[src/rtl/esc_pkg.sv]
// esc_pkg: shared state type, constants and pulse-width helper for esc_pwm_drv.
package esc_pkg;

    typedef enum logic {ARM, RUN} state_t;

    localparam int          MIN_PULSE_DEF = 50000;
    localparam logic [11:0] SUM_MAX       = 12'd2047;

    // Saturate speed+offset at full scale, then scale by 3 on top of the zero-speed pulse.
    function automatic logic [16:0] width_calc(input logic [10:0] spd,
                                               input logic [9:0]  off,
                                               input logic [16:0] min_pulse);
        logic [11:0] sum;
        logic [10:0] sat;
        sum = {1'b0, spd} + {2'b00, off};
        sat = (sum > SUM_MAX) ? SUM_MAX[10:0] : sum[10:0];
        return min_pulse + (17'(sat) * 17'd3);
    endfunction

endpackage

[src/rtl/esc_chnl.sv]
// esc_chnl: one ESC channel - speed shadow, optional slew limiter (SLEW_LIMIT_EN),
// per-period width latch and registered PWM compare.
module esc_chnl
    import esc_pkg::*;
#(
    parameter int PERIOD_W  = 20,
    parameter int MIN_PULSE = MIN_PULSE_DEF
`ifdef SLEW_LIMIT_EN
    , parameter int SLEW_STEP = 32
`endif
) (
    input  logic                clk,
    input  logic                rst_n,
    input  logic                spd_vld,
    input  logic [10:0]         spd,
    input  logic [9:0]          off,
    input  logic                latch,
    input  logic                run,
    input  logic [PERIOD_W-1:0] cnt_nxt,
    output logic                pwm
);

    localparam int CW = (PERIOD_W > 17) ? PERIOD_W : 17;

    logic [10:0]   shadow;
    logic [10:0]   fwd;
    logic [10:0]   eff;
    logic [16:0]   width_nxt;
    logic [16:0]   width_lat;
    logic [CW-1:0] cnt_ext;
    logic [CW-1:0] cmp_w;

    always_ff @(posedge clk or negedge rst_n) begin
        if (!rst_n)
            shadow <= '0;
        else if (spd_vld)
            shadow <= spd;
    end

    // A capture landing on the latch cycle must reach the coming period directly.
    assign fwd = spd_vld ? spd : shadow;

`ifdef SLEW_LIMIT_EN
    localparam logic [10:0] STEP = 11'(SLEW_STEP);

    logic [10:0] applied;
    logic [10:0] applied_nxt;

    always_comb begin
        applied_nxt = applied;
        if (!run)
            applied_nxt = '0;
        else if (fwd > applied)
            applied_nxt = ((fwd - applied) > STEP) ? (applied + STEP) : fwd;
        else
            applied_nxt = ((applied - fwd) > STEP) ? (applied - STEP) : fwd;
    end

    always_ff @(posedge clk or negedge rst_n) begin
        if (!rst_n)
            applied <= '0;
        else if (latch)
            applied <= applied_nxt;
    end

    assign eff = applied_nxt;
`else
    assign eff = fwd;
`endif

    assign width_nxt = run ? width_calc(eff, off, 17'(MIN_PULSE)) : 17'(MIN_PULSE);

    always_ff @(posedge clk or negedge rst_n) begin
        if (!rst_n)
            width_lat <= '0;
        else if (latch)
            width_lat <= width_nxt;
    end

    // Compare against the count of the next cycle so the flop output is aligned with cnt.
    assign cnt_ext = CW'(cnt_nxt);
    assign cmp_w   = latch ? CW'(width_nxt) : CW'(width_lat);

    always_ff @(posedge clk or negedge rst_n) begin
        if (!rst_n)
            pwm <= 1'b0;
        else
            pwm <= (cnt_ext < cmp_w);
    end

endmodule

[src/rtl/esc_pwm_drv.sv]
// esc_pwm_drv: four-channel ESC PWM driver with shared period counter and arming FSM.
// Optional build macro SLEW_LIMIT_EN enables per-channel slew limiting of applied speed.
module esc_pwm_drv
    import esc_pkg::*;
#(
    parameter int PERIOD_W    = 20,
    parameter int MIN_PULSE   = MIN_PULSE_DEF,
    parameter int ARM_PERIODS = 50
`ifdef SLEW_LIMIT_EN
    , parameter int SLEW_STEP = 32
`endif
) (
    input  logic        clk,
    input  logic        rst_n,
    input  logic        spd_vld,
    input  logic [10:0] frnt_spd,
    input  logic [10:0] bck_spd,
    input  logic [10:0] lft_spd,
    input  logic [10:0] rght_spd,
    input  logic [9:0]  off_frnt,
    input  logic [9:0]  off_bck,
    input  logic [9:0]  off_lft,
    input  logic [9:0]  off_rght,
    output logic        frnt,
    output logic        bck,
    output logic        lft,
    output logic        rght,
    output logic        prd_strt,
    output logic        armed
);

    localparam int AW = (ARM_PERIODS > 1) ? $clog2(ARM_PERIODS) : 1;

    logic [PERIOD_W-1:0] cnt;
    logic [PERIOD_W-1:0] cnt_nxt;
    logic                wrap;
    state_t              state;
    state_t              state_nxt;
    logic [AW-1:0]       arm_cnt;
    logic [AW-1:0]       arm_cnt_nxt;
    logic                run_nxt;
    logic [10:0]         spd_a [4];
    logic [9:0]          off_a [4];
    logic [3:0]          pwm_a;

    assign cnt_nxt = cnt + 1'b1;
    assign wrap    = &cnt;

    always_ff @(posedge clk or negedge rst_n) begin
        if (!rst_n) begin
            cnt      <= '0;
            prd_strt <= 1'b0;
            state    <= ARM;
            arm_cnt  <= '0;
        end else begin
            cnt      <= cnt_nxt;
            prd_strt <= wrap;
            state    <= state_nxt;
            arm_cnt  <= arm_cnt_nxt;
        end
    end

    always_comb begin
        state_nxt   = state;
        arm_cnt_nxt = arm_cnt;
        case (state)
            ARM: begin
                if (wrap) begin
                    if (arm_cnt == AW'(ARM_PERIODS - 1))
                        state_nxt = RUN;
                    else
                        arm_cnt_nxt = arm_cnt + 1'b1;
                end
            end
            RUN: state_nxt = RUN;
            default: state_nxt = ARM;
        endcase
    end

    // Widths are latched for the coming period, so they follow the state that period runs in.
    assign run_nxt = (state_nxt == RUN);
    assign armed   = (state == RUN);

    assign spd_a[0] = frnt_spd;
    assign spd_a[1] = bck_spd;
    assign spd_a[2] = lft_spd;
    assign spd_a[3] = rght_spd;
    assign off_a[0] = off_frnt;
    assign off_a[1] = off_bck;
    assign off_a[2] = off_lft;
    assign off_a[3] = off_rght;

    for (genvar k = 0; k < 4; k++) begin : g_chnl
        esc_chnl #(
            .PERIOD_W  (PERIOD_W),
            .MIN_PULSE (MIN_PULSE)
`ifdef SLEW_LIMIT_EN
            , .SLEW_STEP (SLEW_STEP)
`endif
        ) u_chnl (
            .clk     (clk),
            .rst_n   (rst_n),
            .spd_vld (spd_vld),
            .spd     (spd_a[k]),
            .off     (off_a[k]),
            .latch   (wrap),
            .run     (run_nxt),
            .cnt_nxt (cnt_nxt),
            .pwm     (pwm_a[k])
        );
    end

    assign frnt = pwm_a[0];
    assign bck  = pwm_a[1];
    assign lft  = pwm_a[2];
    assign rght = pwm_a[3];

endmodule

[config.mk]
export PLATFORM = sky130hd
export DESIGN_NAME = esc_pwm_drv
export DESIGN_NICKNAME = d
export VERILOG_FILES = /design/src/rtl/esc_pkg.sv /design/src/rtl/esc_chnl.sv /design/src/rtl/esc_pwm_drv.sv
export SDC_FILE = /design/constraint.sdc
export NUM_CORES = 1
export LEC_CHECK = 0
export CAP_MARGIN = 5
export CORE_ASPECT_RATIO = 1.1
export CORE_MARGIN = 2
export CORE_UTILIZATION = 24
export CTS_CLUSTER_SIZE = 25
export DETAILED_ROUTE_END_ITERATION = 12
export PLACE_DENSITY = 0.41
export SKIP_CTS_REPAIR_TIMING = 1
export SLEW_MARGIN = 20
export SYNTH_ARGS = -nofsm -noshare
export SYNTH_HDL_FRONTEND = slang
export SYNTH_HIERARCHICAL = 1
export SYNTH_SLANG_ARGS = --single-unit
[constraint.sdc]
create_clock -name clk -period 9.9 [get_ports clk]
set_input_delay 1.98 -clock clk [delete_from_list [all_inputs] [get_ports clk]]
set_output_delay 1.98 -clock clk [all_outputs]
set_load 0.03 [all_outputs]
* Yosys cells after proc, flatten, opt, wreduce, memory -nomap -nowiden
Cells that the tools add are included.
** Cells by class
- Equal/unequal tests :: 1
- Multiply operators :: 4
- Mux-type cells :: 19
- Add/sub/neg operators :: 10
- Order comparisons :: 8
- Reduce and logical (&&, ||, !) cells :: 2
- Bitwise operators :: 2
** Operators by type and width (number)
- 2-to-1 mux 17 bit :: 8
- 2-to-1 mux 11 bit :: 8
- less-than comparator 20 bit :: 4
- adder 16 x 13 -> 17 bit, first input constant :: 4
- multiplier 11 x 2 -> 13 bit, second input constant :: 4
- adder 11 x 10 -> 12 bit :: 4
- greater-than comparator 12 x 11 -> 1 bit, second input constant :: 4
- AND reduction 22 bit :: 1
- adder 20 x 1 -> 20 bit, second input constant :: 1
- AND reduction 20 bit :: 1
- adder 6 x 1 -> 6 bit, second input constant :: 1
- equality test 6 bit, second input constant :: 1
- 2-to-1 mux 1 bit :: 2
- inverter 1 bit :: 2
- one-hot mux 1 bit (2 select lines) :: 1
** Storage, ports and cells
- Register bits :: 144
- Bits of input ports :: 87
- Output and inout bits :: 6

* Longest topological paths before layout
Gate-level depths: netlist of the first run.
- Depth in word-level cells :: 9
- Mapped depth :: 25
- Depth with buffers taken out :: 24

* Hierarchy
Netlist of the first run, hierarchy kept.
** By module, submodules not included
- esc_chnl (g_chnl[0].u_chnl ...) :: sequential area each 650.6 um2, cells an instance 252, area an instance 2443.6 um2, instances 2
- esc_chnl (g_chnl[3].u_chnl) :: sequential area each 650.6 um2, cells an instance 266, area an instance 2461.1 um2, instances 1
- esc_chnl (g_chnl[1].u_chnl) :: sequential area each 650.6 um2, cells an instance 266, area an instance 2443.6 um2, instances 1
- esc_pwm_drv :: sequential area each 700.7 um2, cells an instance 104, area an instance 1258.7 um2, instances 1

* Least setup slack after synthesis of the first run
No wires, ideal clock.
- Kind :: input -> register
- From :: input port spd_vld
- To :: register g_chnl[0].u_chnl.pwm
- Setup time :: 118 ps
- Data arrival time :: 7278 ps
- Slack :: 2504 ps
- Path buffers :: 2
- Stages on the path :: 23
- Path through :: clkbuf_1 > mux2_2 > ha_1 > a21o_1 > a221o_1 > a211oi_2 > nor2_1 > buf_6 > or2_1 > ha_1 > ha_1 > fa_1 > a21o_1 > a211o_1 > a2111oi_4 > o2111ai_1 > and3_1 > ha_1 > nand4_1 > nor2_1 > o211ai_1 > o211a_1 > a21o_1
** On the way
- Word-level cells in the longest chain between the ends :: 9
** RTL lines
- start, declared :: RTL line esc_pwm_drv.sv:15 : input logic spd_vld,
- 2-to-1 mux 11 bit *
- named net g_chnl[0].u_chnl.eff[3] :: RTL line esc_chnl.sv:27 : logic [10:0] eff;
- adder 11 x 10 -> 12 bit * :: RTL line esc_pkg.sv:15 : sum = {1'b0, spd} + {2'b00, off};
- greater-than comparator 12 x 11 -> 1 bit :: RTL line esc_pkg.sv:16 : sat = (sum > SUM_MAX) ? SUM_MAX[10:0] : sum[10:0];
- 2-to-1 mux 11 bit * :: RTL line esc_pkg.sv:16
- multiplier 11 x 2 -> 13 bit * :: RTL line esc_pkg.sv:17 : return min_pulse + (17'(sat) * 17'd3);
- adder 16 x 13 -> 17 bit * :: RTL line esc_pkg.sv:17
- 2-to-1 mux 17 bit * :: RTL line esc_chnl.sv:71 : assign width_nxt = run ? width_calc(eff, off, 17'(MIN_PULSE)) : 17'(MIN_PULSE);
- 2-to-1 mux 17 bit * :: RTL line esc_chnl.sv:82 : assign cmp_w = latch ? CW'(width_nxt) : CW'(width_lat);
- less-than comparator 20 bit * :: RTL line esc_chnl.sv:88 : pwm <= (cnt_ext < cmp_w);
- end signal, assigned :: RTL line esc_chnl.sv:88
- end, declared :: RTL line esc_chnl.sv:20 : output logic pwm
The timed path passes the listed nets; every way through them passes the cells marked *.
A chain may end at the register's enable or synchronous reset.

* Worst setup path after layout of the first run
- From :: input port spd_vld
- To :: register g_chnl[1].u_chnl.pwm
** On the way
- Word-level cells in the longest chain between the ends :: 9
** RTL lines (RTL line)
- 2-to-1 mux 11 bit *
- named net g_chnl[1].u_chnl.eff[2] :: esc_chnl.sv:27
- adder 11 x 10 -> 12 bit * :: esc_pkg.sv:15
- greater-than comparator 12 x 11 -> 1 bit :: esc_pkg.sv:16
- 2-to-1 mux 11 bit * :: esc_pkg.sv:16
- multiplier 11 x 2 -> 13 bit * :: esc_pkg.sv:17
- adder 16 x 13 -> 17 bit * :: esc_pkg.sv:17
- 2-to-1 mux 17 bit * :: esc_chnl.sv:71
- 2-to-1 mux 17 bit * :: esc_chnl.sv:82
- less-than comparator 20 bit * :: esc_chnl.sv:88
- end signal, assigned :: esc_chnl.sv:88
- end, declared :: esc_chnl.sv:20
Marks and branches as above.

==> results of run 1 <==
==> cell families (layout without fill, tap and decap cells) <==
| group | Yosys count | after routing | share of synthesized area [%] |
|---|---|---|---|
| compound gates | 292 | 292 | 19.1 |
| simple gates | 292 | 292 | 14.3 |
| fa+ha+maj | 187 | 187 | 21.7 |
| flops | 132 | 132 | 29.9 |
| buf+inv | 115 | 222 | 4.21 |
| xor+xnor | 73 | 73 | 5.79 |
| mux | 49 | 49 | 4.93 |
==> per-stage QoR <==
step | cells | area, um2
finish | 1835 | 13200
global route | 1835 | 13200
CTS | 1835 | 13200
detailed placement | 1805 | 12700
global placement | 1805 | 12700
floorplan | 1140 | 11100
==> synth_stat cells, types with 7 or more instances <==
cell type,n,share of area [%]
a31o_2,7,0.55
or2_1,26,1.5
a21o_1,28,1.9
fa_1,8,1.4
and2_1,8,0.45
nand4_1,13,0.74
xor2_1,27,2.1
a21boi_0,9,0.61
a31oi_1,14,0.79
a211oi_1,8,0.54
inv_1,92,3.1
and3_1,17,0.96
xnor2_1,46,3.6
nor2_1,63,2.1
clkbuf_1,16,0.54
nor2b_1,13,0.74
or2_2,13,0.74
o21bai_1,7,0.48
ha_1,179,20
o21ai_1,12,0.54
a21oi_1,54,2.4
o21ai_0,35,1.6
nor3_1,18,0.82
a211o_1,7,0.55
o22ai_1,14,0.79
nand2_1,46,1.6
o21a_1,24,1.6
a221oi_1,8,0.63
dfrtp_1,132,30
o22a_1,7,0.55
nor4_1,10,0.57
nand3_1,28,1.3
mux2_2,43,4.4
==> routing by layer <==
layer	global-route usage (%)	vias up	share of wire (%)
li1	-	4374	-
met1	15.3	4039	48
met2	20.7	112	48
met3	2.71	16	3.2
met4	2.72	0	0.80
met5	0	-	0
==> worst max-delay path by stage <==
stage / from / end
global placement: spd_vld / g_chnl[1].u_chnl/pwm
global route: spd_vld / g_chnl[1].u_chnl/pwm
CTS: spd_vld / g_chnl[1].u_chnl/pwm
detailed placement: spd_vld / g_chnl[1].u_chnl/pwm
floorplan: spd_vld / g_chnl[0].u_chnl/pwm
finish: spd_vld / g_chnl[1].u_chnl/pwm
==> worst reg2reg max path: stages (launching register included) <==
cell and delay [ps]:
dfrtp_1 350, mux2_2 270, ha_1 330, a21o_1 230, a221o_1 410, a211oi_2 260, nor2_1 220, or2_1 300
ha_1 280, ha_1 240, fa_1 410, a21o_1 190, a211o_1 340, a2111oi_4 390, o2111ai_1 190, and3_1 250
ha_1 290, nand4_1 90, nor2_1 130, o211ai_1 100, o211a_1 230, a21o_1 180
==> cell type report <==
class,instances,share of cell area (%)
multi-input combinational,893,55.1
sequential,132,25.0
timing repair buffer,100,7.38
tap,588,5.56
clock buffer,26,3.85
inverter,92,2.61
clock inverter,4,0.529
==> flip-flops by register name (all words and copies together), names as in the netlist <==
name	flops
g_chnl.u_chnl/pwm	4
g_chnl.u_chnl/width_lat	56
cnt	20
g_chnl.u_chnl/shadow	44
arm_cnt	6
armed	1
prd_strt	1
==> power by group <==
| part | internal [mW] | total [mW] | switching, mW |
|---|---|---|---|
| Clock | 0.401 | 0.647 | 0.246 |
| Sequential | 0.562 | 0.569 | 0.00646 |
| Combinational | 0.638 | 1.40 | 0.767 |
==> summary.txt, run 1 <==
Finish
  – Final Util: between 20% and 30%
  – Diodes inserted: 0
  – Commonest non-fill, non-tap cell in the layout: ha_1
  – Most frequent cells in the layout: 179 x ha_1, 132 x dfrtp_1, 92 x inv_1, 90 x clkdlybuf4s50_1, 62 x nor2_1
  – Fin nets: roughly 1500
  – FF+latch area: roughly 3300 um2
  – Area occupied by multi-input gates: roughly 7300 um2
  – Filler instances: slightly below 5000
  – Area growth from synthesis to layout: 19.8%
  – Share of layout cells above drive strength 1: under 10%

Worst setup path
  – R2R Setup Slk: 4080 ps
  – Setup crit start kind: input pin
  – Worst Path Max Fanout: 18
  – Setup crit end kind: flop
  – Delay-heaviest family, CP: compound AO/OA/AOI/OAI gates
  – Number of cells on the critical path: 26
  – Crit path kind: in -> reg
  – Worst r2r src: g_chnl[0].u_chnl/shadow[3]
  – Crit-path most repeated cell: ha_1
  – CP Data Arrival Time: 7990 ps
  – R2R depth: 21
  – Critical Path RT: 10230 ps
  – Slowest CP cell: a21oi_1
  – Max incr delay on CP: between 500 and 600 ps
  – Reg-to-Reg End: g_chnl[0].u_chnl/pwm
  – Critical path buffer and inverter count: 3

Floorplanning
  – Io pins: between 90 and 100
  – Die W: between 200 and 250 um
  – Die Ht: ~230 um
  – Rows: 82
  – Initial Utilization: 24.3%
  – Core area: roughly 46000 um2
  – Die ar.: around 48000 um2

Routing
  – TritonRoute pass-1 iters: 4
  – Post-route ant nets: 0
  – Drt drc: 0
  – Post-Route WL: 27.5 mm
  – Routed length per instance: approximately 15 um
  – DR iter-0 viols: about 280
  – Via/cell ratio: 4.65
  – Via count: 8541

Job
  – Max-Cap Viols: 0

Yosys
  – Distinct cells, synth: 74
  – Ys flop type: dfrtp_1
  – #FFs+latches synth: between 100 and 150
  – Synth warn: 6
  – Syn Area/Cell: a little under 10 um2
  – Syn nets: around 1400
  – Synth Cell Area: between 10000 and 15000 um2
  – Asr flop ratio synth: 100%
  – Number of synthesized flops with an enable pin: 0
  – Sequential fraction of the synthesis area: between 20 and 30%
  – Syn Inst Count: about 1100

STA
  – Layout Skew: between 10 and 15 ps
  – Final setup fails: 0
  – Final period util: 77.4%
  – Final min period: around 7700 ps
  – Slew Limit Fails: 0
  – Top achievable clock speed: ~0.13 GHz
  – Setup TNS: 0 ps
  – WHS: 451 ps
  – Slew margin rel.: 32.9%
  – Final Hold Vio Count: 0
  – Worst-Margin Slew: 999 ps
  – RSZ-0062 raised after global routing: false
  – Final worst slack: approximately 2200 ps

Global routing
  – Initial antenna violation count: 0
  – Vias in the first global route: a little under 9000
  – GRT overflow: 0
  – Largest net degree at the start of global routing: 70
  – All-Layer GR Usage: between 10% and 20%
  – First-pass GRT wire length: between 40 and 50 mm

Clock network
  – CTS Root Cell: clkbuf_16
  – TritonCTS clock tree: built
  – Inserted Clock Buffers: 17
  – Skew-Pair Late Insertion Delay: between 400 and 500 ps
  – H-tree depth: 4
  – TritonCTS Sinks: 132
  – Worst-path clk slew: 60 ps
  – CTS Buffer Depth: 2

Hold path
  – Hold Path Class: reg -> reg
  – Hold path endpoint: g_chnl[2].u_chnl/width_lat[15]
  – Hold Crit Start: g_chnl[2].u_chnl/width_lat[15]
  – Hold depth: 1

Power and ir drop
  – Leakage power: roughly 6.1 nW
  – Total power: roughly 2.6 mW
  – Max IR drop VDD: between 100 and 150 uV
  – Power density over the cells: slightly below 200 nW/um2

Outcome
  – Run status: finished clean

Placed design
  – DP HPWL: approximately 21 mm
  – I/O Buffers: between 90 and 100
  – Placer congestion estimate: 0.773
  – Dpl ws: 1700 ps
(Power assumes the default switching activity.)
==> run 2: changes to the inputs <==
==> constraint.sdc (replaced) <==
create_clock -name clk -period 7.3 [get_ports clk]
set_input_delay 1.46 -clock clk [delete_from_list [all_inputs] [get_ports clk]]
set_output_delay 1.46 -clock clk [all_outputs]
set_load 0.03 [all_outputs]
==> summary.txt, run 2 (synthesis gave the netlist of run 1 again) <==
Power and ir drop
  – Power density over the cells: 270 nW/um2 (was 198 nW/um2)
  – Leakage power: 6.14 nW (was 6.10 nW)
  – Net Sw Power: 1.42 mW (was 1.02 mW)
  – Clock power frac: 24.9% (was 24.7%)
  – Switching fraction of total power: 39.3% (was 38.9%)
  – Max IR drop VDD: 144 uV (was 103 uV)
  – Total power: 3.61 mW (was 2.62 mW)
  – Sequential Power Share: 21.4% (was 21.7%)
  – Cell Int Power: 2.19 mW (was 1.60 mW)
  – Gate power share: 53.8% (was 53.6%)

Routing
  – Via/cell ratio: 4.60 (was 4.65)
  – Via count: 8479 (was 8541)
  – TritonRoute pass-1 iters: 4 (unchanged)
  – Post-Route WL: 27.7 mm (was 27.5 mm)
  – Routed length per instance: 15.0 um (about the same)
  – Post-route ant nets: 0 (unchanged)
  – Drt drc: 0 (unchanged)
  – DR iter-0 viols: 315 (was 279)

Finish
  – Final Util: 29.3% (was 29.1%)
  – Cell area after layout: 13300 um2 (was 13200 um2)
  – Most frequent cells in the layout: 179 x ha_1, 132 x dfrtp_1, 92 x inv_1, 90 x clkdlybuf4s50_1, 62 x nor2_1 (unchanged)
  – Biggest register: g_chnl.u_chnl/width_lat (unchanged)
  – Max reg flops: 56 (unchanged)
  – Area growth from synthesis to layout: 20.7% (was 19.8%)
  – FF+latch area: 3300 um2 (unchanged)
  – Share of layout cells above drive strength 1: 10.7% (was 9.70%)
  – Commonest non-fill, non-tap cell in the layout: ha_1 (unchanged)
  – Fin nets: 1518 (was 1510)
  – Filler instances: 4830 (was 4881)
  – Diodes inserted: 0 (unchanged)
  – Top flop regs: g_chnl.u_chnl/width_lat: 56 flops, g_chnl.u_chnl/shadow: 44 flops, cnt: 20 flops (unchanged)
  – Area occupied by multi-input gates: 7300 um2 (unchanged)

Worst setup path
  – Crit path kind: in -> reg (unchanged)
  – Setup crit start kind: input pin (unchanged)
  – Worst r2r src: g_chnl[0].u_chnl/shadow[3] (unchanged)
  – R2R depth: 21 (unchanged)
  – Critical Path RT: 7640 ps (was 10230 ps)
  – R2R Setup Slk: 1770 ps (was 4080 ps)
  – Reg-to-Reg End: g_chnl[0].u_chnl/pwm (unchanged)
  – Worst Path Max Fanout: 7 (was 18)
  – CP Data Arrival Time: 6950 ps (was 7990 ps)
  – Setup crit end kind: flop (unchanged)

Clock network
  – Inserted Clock Buffers: 17 (unchanged)
  – CTS Buffer Depth: 2 (unchanged)
  – Skew-Pair Late Insertion Delay: 440 ps (about the same)
  – CTS Root Cell: clkbuf_16 (unchanged)
  – Worst-path clk slew: 60 ps (about the same)
  – TritonCTS clock tree: built (unchanged)
  – H-tree depth: 4 (unchanged)
  – TritonCTS Sinks: 132 (unchanged)

Outcome
  – Run status: finished clean (unchanged)

STA
  – Slew margin rel.: 34.2% (was 32.9%)
  – Top achievable clock speed: about 0.15 GHz
  – Slew Limit Fails: 0 (unchanged)
  – Final period util: 90.5%
  – RSZ-0062 raised after global routing: false (unchanged)
  – Final min period: roughly 6600 ps
  – Final setup fails: 0 (unchanged)
  – Layout Skew: 10.2 ps (was 10.7 ps)
  – Setup TNS: 0 ps (unchanged)
  – Final Hold Vio Count: 0 (unchanged)
  – Worst-Margin Slew: 980 ps (was 999 ps)

Floorplanning
  – Core area: 45600 um2 (unchanged)
  – Initial Utilization: 24.3% (unchanged)
  – Io pins: 93 (unchanged)
  – Die Ht: 229 um (unchanged)
  – Die W: 209 um (unchanged)
  – Rows: 82 (unchanged)
  – Die ar.: 47800 um2 (unchanged)

Placed design
  – DP HPWL: 21.3 mm (was 20.9 mm)
  – Placer congestion estimate: 0.752 (was 0.773)
  – Placed cell area: 12700 um2 (about the same)
  – I/O Buffers: 92 (unchanged)

Global routing
  – GRT overflow: 0 (unchanged)
  – All-Layer GR Usage: 12.2% (was 12.0%)
  – Initial antenna violation count: 0 (unchanged)
  – First-pass GRT wire length: 46.7 mm (was 45.4 mm)
  – Vias in the first global route: 8931 (was 8838)
  – Largest net degree at the start of global routing: 83 (was 70)

Hold path
  – Hold Crit Start: g_chnl[2].u_chnl/width_lat[15] (unchanged)
  – Hold Path Class: reg -> reg (unchanged)
  – Hold path endpoint: g_chnl[2].u_chnl/width_lat[15] (unchanged)
  – Hold depth: 1 (unchanged)

Job
  – Max-Cap Viols: 0 (unchanged)
## run 2: changes by cell type in the layout (fill, tap and decap cells not counted)
cell	delta
inv_6	+1
clkinv_2	+2
bufinv_16	+1
buf_12	+2
clkinv_4	+1
clkinvlp_4	+4
clkbuf_1	-4
clkbuf_8	-4
buf_4	+6
## run 2: power groups by stage
stage                     Combinational [mW]  Clock (mW)  Sequential (mW)
final                                   1.94       0.897            0.771
after global routing                    2.22       0.968            0.774
after CTS                               1.97       0.939            0.771
after detailed placement                1.95           0            0.784
after global placement                  1.95           0            0.784
after floorplan                         1.50           0            0.782
## run 2: how the worst max path moves through the flow
stage | startpoint | to | slack [ps] | cells after the start
floorplan | spd_vld | g_chnl[0].u_chnl/pwm | 420 | 23
global placement | spd_vld | g_chnl[0].u_chnl/pwm | 300 | 23
detailed placement | spd_vld | g_chnl[0].u_chnl/pwm | 210 | 23
CTS | spd_vld | g_chnl[0].u_chnl/pwm | 690 | 23
global route | spd_vld | g_chnl[1].u_chnl/pwm | 220 | 26
finish | frnt_spd[3] | g_chnl[0].u_chnl/pwm | 690 | 22
## run 2: cell type report
cell class | instances | area share [%]
Clock buffer | 18 | 3.29
Clock inverter | 13 | 1.18
Inverter | 92 | 2.59
Multi-Input combinational cell | 893 | 54.7
Sequential cell | 132 | 24.8
Tap cell | 588 | 5.51
Timing Repair Buffer | 108 | 7.96
## run 2: critical path: stages
cell and delay [ps]:
clkdlybuf4s50_1 400, mux2_2 280, ha_1 330, a21o_1 220
a221o_1 400, a211oi_2 210, nor2_1 130, or2_1 270
ha_1 290, ha_1 240, fa_1 400, a21o_1 190
a211o_1 330, a2111oi_4 380, o2111ai_1 180, and3_1 230
ha_1 290, nand4_1 100, nor2_1 130, o211ai_1 100
o211a_1 240, a21o_1 150
## run 2: metal layers
layer  track usage, %  wire [um]  part of all wire, %
met1             15.3      13200                   48
met2             21.5      13400                   48
met3             2.37        760                  2.7
met4             3.17        381                  1.4
met5                0          0                    0
## run 2: stage by stage
stage / worst slack [ps] / hold WS, ps / std cells
3_5_place_dp: 211 / 434 / 1813
6_report: 690 / 447 / 1844
4_1_cts: 689 / 449 / 1844
5_1_grt: 220 / 468 / 1844
3_3_place_gp: 296 / 437 / 1813
2_1_floorplan: 424 / 423 / 1140
==> run 3: changes to the inputs <==
--- a/config.mk
+++ b/config.mk
@@ -6,12 +6,12 @@
 export NUM_CORES = 1
 export LEC_CHECK = 0
 export CAP_MARGIN = 5
-export CORE_ASPECT_RATIO = 1.1
 export CORE_MARGIN = 2
 export CORE_UTILIZATION = 24
 export CTS_CLUSTER_SIZE = 25
 export DETAILED_ROUTE_END_ITERATION = 12
-export PLACE_DENSITY = 0.41
+export PLACE_DENSITY = 0.42
+export SETUP_SLACK_MARGIN = 0.05
 export SKIP_CTS_REPAIR_TIMING = 1
 export SLEW_MARGIN = 20
 export SYNTH_ARGS = -nofsm -noshare
==> constraint.sdc (replaced) <==
create_clock -name clk -period 5.61 [get_ports clk]
set_input_delay 1.122 -clock clk [delete_from_list [all_inputs] [get_ports clk]]
set_output_delay 1.122 -clock clk [all_outputs]
set_load 0.03 [all_outputs]
==> summary.txt, run 3 (synthesis gave the netlist of run 1 again) <==
Routing
  – Routed length per instance: 14.3 um (was 15.0 um)
  – Post-Route WL: 30.0 mm (was 27.7 mm)
  – Post-route ant nets: 0 (unchanged)
  – Drt drc: 0 (unchanged)
  – DR iter-0 viols: 361 (was 315)
  – Via/cell ratio: 4.52 (was 4.60)
  – Via count: 9479 (was 8479)
  – TritonRoute pass-1 iters: 6 (was 4)

Finish
  – Max reg flops: 56 (unchanged)
  – Filler instances: 4600 (was 4830)
  – Area growth from synthesis to layout: 42.9% (was 20.7%)
  – Fin nets: 1758 (was 1518)
  – Area occupied by multi-input gates: 7870 um2 (was 7300 um2)
  – Commonest non-fill, non-tap cell in the layout: buf_4 (was ha_1)
  – Cell area after layout: 15800 um2 (was 13300 um2)
  – Final Util: 34.8% (was 29.3%)
  – FF+latch area: 3300 um2 (unchanged)
  – Share of layout cells above drive strength 1: 29.5% (was 10.7%)
  – Top flop regs: g_chnl.u_chnl/width_lat: 56 flops, g_chnl.u_chnl/shadow: 44 flops, cnt: 20 flops (unchanged)
  – Most frequent cells in the layout: 250 x buf_4, 149 x ha_1, 132 x dfrtp_1, 92 x inv_1, 88 x clkdlybuf4s50_1 (was 179 x ha_1, 132 x dfrtp_1, 92 x inv_1, 90 x clkdlybuf4s50_1, 62 x nor2_1)
  – Biggest register: g_chnl.u_chnl/width_lat (unchanged)
  – Finished Layout Cells: 2097 (was 1844)
  – Diodes inserted: 0 (unchanged)

STA
  – Final worst slack: -411 ps (was 690 ps)
  – Slew margin rel.: 35.1% (was 34.2%)
  – Slew Limit Fails: 0 (unchanged)
  – Top achievable clock speed: approximately 0.17 GHz
  – Final min period: 6020 ps
  – WHS: 447 ps (about the same)
  – Final setup fails: 4 (was 0)
  – Worst-Margin Slew: 966 ps (was 980 ps)
  – Final period util: 107%
  – Setup TNS: -898 ps (was 0 ps)
  – Layout Skew: 11.4 ps (was 10.2 ps)
  – RSZ-0062 raised after global routing: true (was false)
  – Final Hold Vio Count: 0 (unchanged)

Clock network
  – CTS Buffer Depth: 2 (unchanged)
  – CTS Root Cell: clkbuf_16 (unchanged)
  – H-tree depth: 4 (unchanged)
  – Skew-Pair Late Insertion Delay: 450 ps (was 440 ps)
  – TritonCTS clock tree: built (unchanged)
  – Worst-path clk slew: 70 ps (was 60 ps)
  – Inserted Clock Buffers: 17 (unchanged)
  – TritonCTS Sinks: 132 (unchanged)

Floorplanning
  – Die W: 219 um (was 209 um)
  – Core area: 45400 um2 (was 45600 um2)
  – Io pins: 93 (unchanged)
  – Rows: 78 (was 82)
  – Die ar.: 47800 um2 (about the same)
  – Die Ht: 219 um (was 229 um)
  – Initial Utilization: 24.4% (was 24.3%)

Worst setup path
  – CP Cell Sequence: clkdlybuf4s50_1 -> mux2_4 -> ha_4 -> and3_1 -> a221o_1 -> a211oi_2 -> nor2_2 -> or2_4 -> ha_4 -> ha_4 -> fa_2 -> a21o_1 -> a211o_1 -> a2111oi_4 -> o2111ai_2 -> and3_4 -> ha_4 -> nand4_1 -> nor2_1 -> o211ai_1 -> o211a_1 -> a21o_1 (was clkdlybuf4s50_1 -> mux2_2 -> ha_1 -> a21o_1 -> a221o_1 -> a211oi_2 -> nor2_1 -> or2_1 -> ha_1 -> ha_1 -> fa_1 -> a21o_1 -> a211o_1 -> a2111oi_4 -> o2111ai_1 -> and3_1 -> ha_1 -> nand4_1 -> nor2_1 -> o211ai_1 -> o211a_1 -> a21o_1)
  – Crit path kind: in -> reg (unchanged)
  – Slowest CP cell: a2111oi_4 (was clkdlybuf4s50_1)
  – CP Data Arrival Time: 6350 ps (was 6950 ps)
  – Critical path buffer and inverter count: 1 (unchanged)
  – Setup crit end kind: flop (unchanged)
  – CP startpoint: lft_spd[2] (was frnt_spd[3])
  – R2R depth: 21 (unchanged)
  – Critical Path Sink: g_chnl[2].u_chnl/pwm (was g_chnl[0].u_chnl/pwm)
  – Reg-to-Reg End: g_chnl[2].u_chnl/pwm (was g_chnl[0].u_chnl/pwm)
  – Worst Path Max Fanout: 5 (was 7)
  – Critical Path RT: 5940 ps (was 7640 ps)
  – Crit-path most repeated cell: ha_4 (was ha_1)
  – Setup crit start kind: input pin (unchanged)
  – Number of cells on the critical path: 22 (unchanged)
  – Delay-heaviest family, CP: compound AO/OA/AOI/OAI gates (unchanged)
  – R2R Setup Slk: 280 ps (was 1770 ps)
  – Worst r2r src: g_chnl[2].u_chnl/shadow[3] (was g_chnl[0].u_chnl/shadow[3])
  – Max incr delay on CP: 420 ps (was 400 ps)

Global routing
  – All-Layer GR Usage: 13.0% (was 12.2%)
  – Vias in the first global route: 9752 (was 8931)
  – Initial antenna violation count: 0 (unchanged)
  – First-pass GRT wire length: 49.3 mm (was 46.7 mm)
  – Largest net degree at the start of global routing: 51 (was 83)
  – GRT overflow: 0 (unchanged)

Power and ir drop
  – Leakage power: 7.42 nW (was 6.14 nW)
  – Switching fraction of total power: 37.2% (was 39.3%)
  – Clock power frac: 20.9% (was 24.9%)
  – Total power: 5.63 mW (was 3.61 mW)
  – Power density over the cells: 357 nW/um2 (was 270 nW/um2)
  – Cell Int Power: 3.54 mW (was 2.19 mW)
  – Net Sw Power: 2.10 mW (was 1.42 mW)
  – Max IR drop VDD: 213 uV (was 144 uV)
  – Sequential Power Share: 17.8% (was 21.4%)
  – Gate power share: 61.2% (was 53.8%)

Hold path
  – Hold Path Class: reg -> reg (unchanged)
  – Hold Crit Start: g_chnl[3].u_chnl/width_lat[15] (was g_chnl[2].u_chnl/width_lat[15])

Placed design
  – Dpl ws: -871 ps (was 211 ps)
  – Placed cell count: 2050 (was 1813)
  – DP HPWL: 23.0 mm (was 21.3 mm)
  – Placed cell area: 14800 um2 (was 12700 um2)
  – I/O Buffers: 92 (unchanged)
  – Placer congestion estimate: 0.779 (was 0.752)

Outcome
  – Failing checks: negative setup slack
  – Run status: finished with violations (was finished clean)

Job
  – Max-Cap Viols: 0 (unchanged)
==> run 3: cell types whose count changed in the layout (fill, tap and decap cells not counted), moves of 5 or more <==
cell and change:
a21oi_1 -7, a21oi_2 +7, and3_1 -5, and3_4 +5
buf_4 +236, fa_1 -5, fa_2 +5, ha_1 -30
ha_2 +5, ha_4 +25, mux2_2 -12, mux2_4 +12
o21ai_0 -11, o21ai_1 +7
==> run 3: how the worst min path moves through the flow <==
stage | slack (ps) | cells past startpoint | endpoint
finish | 450 | 1 | g_chnl[3].u_chnl/width_lat[15]
global route | 460 | 1 | g_chnl[0].u_chnl/width_lat[15]
CTS | 450 | 1 | g_chnl[3].u_chnl/width_lat[15]
detailed placement | 430 | 1 | g_chnl[3].u_chnl/width_lat[15]
global placement | 440 | 1 | g_chnl[3].u_chnl/width_lat[15]
floorplan | 420 | 1 | g_chnl[0].u_chnl/width_lat[15]
==> run 3: power groups by stage <==
stage	clock (mW)	sequential, mW	combinational (mW)
6_report	1.18	1.00	3.45
5_1_grt	1.27	1.01	3.88
4_1_cts	1.22	1.00	3.38
3_5_place_dp	0	1.02	3.34
3_3_place_gp	0	1.02	3.35
2_1_floorplan	0	1.02	2.03
==> run 3: cell type report <==
cell class                      count  area share (%)
Sequential cell                   132            20.9
Tap cell                          600            4.75
Timing Repair Buffer              348            18.5
Inverter                           92            2.19
Multi-Input combinational cell    893            49.8
Clock inverter                     13           0.935
Clock buffer                       19            2.87
==> run 3: per-layer routing <==
layer / track usage (%) / vias up / routed length (um)
li1: - / 4881 / -
met1: 17.5 / 4512 / 15000
met2: 21.4 / 63 / 13900
met3: 2.14 / 23 / 637
met4: 3.61 / 0 / 393
met5: 0 / - / 0
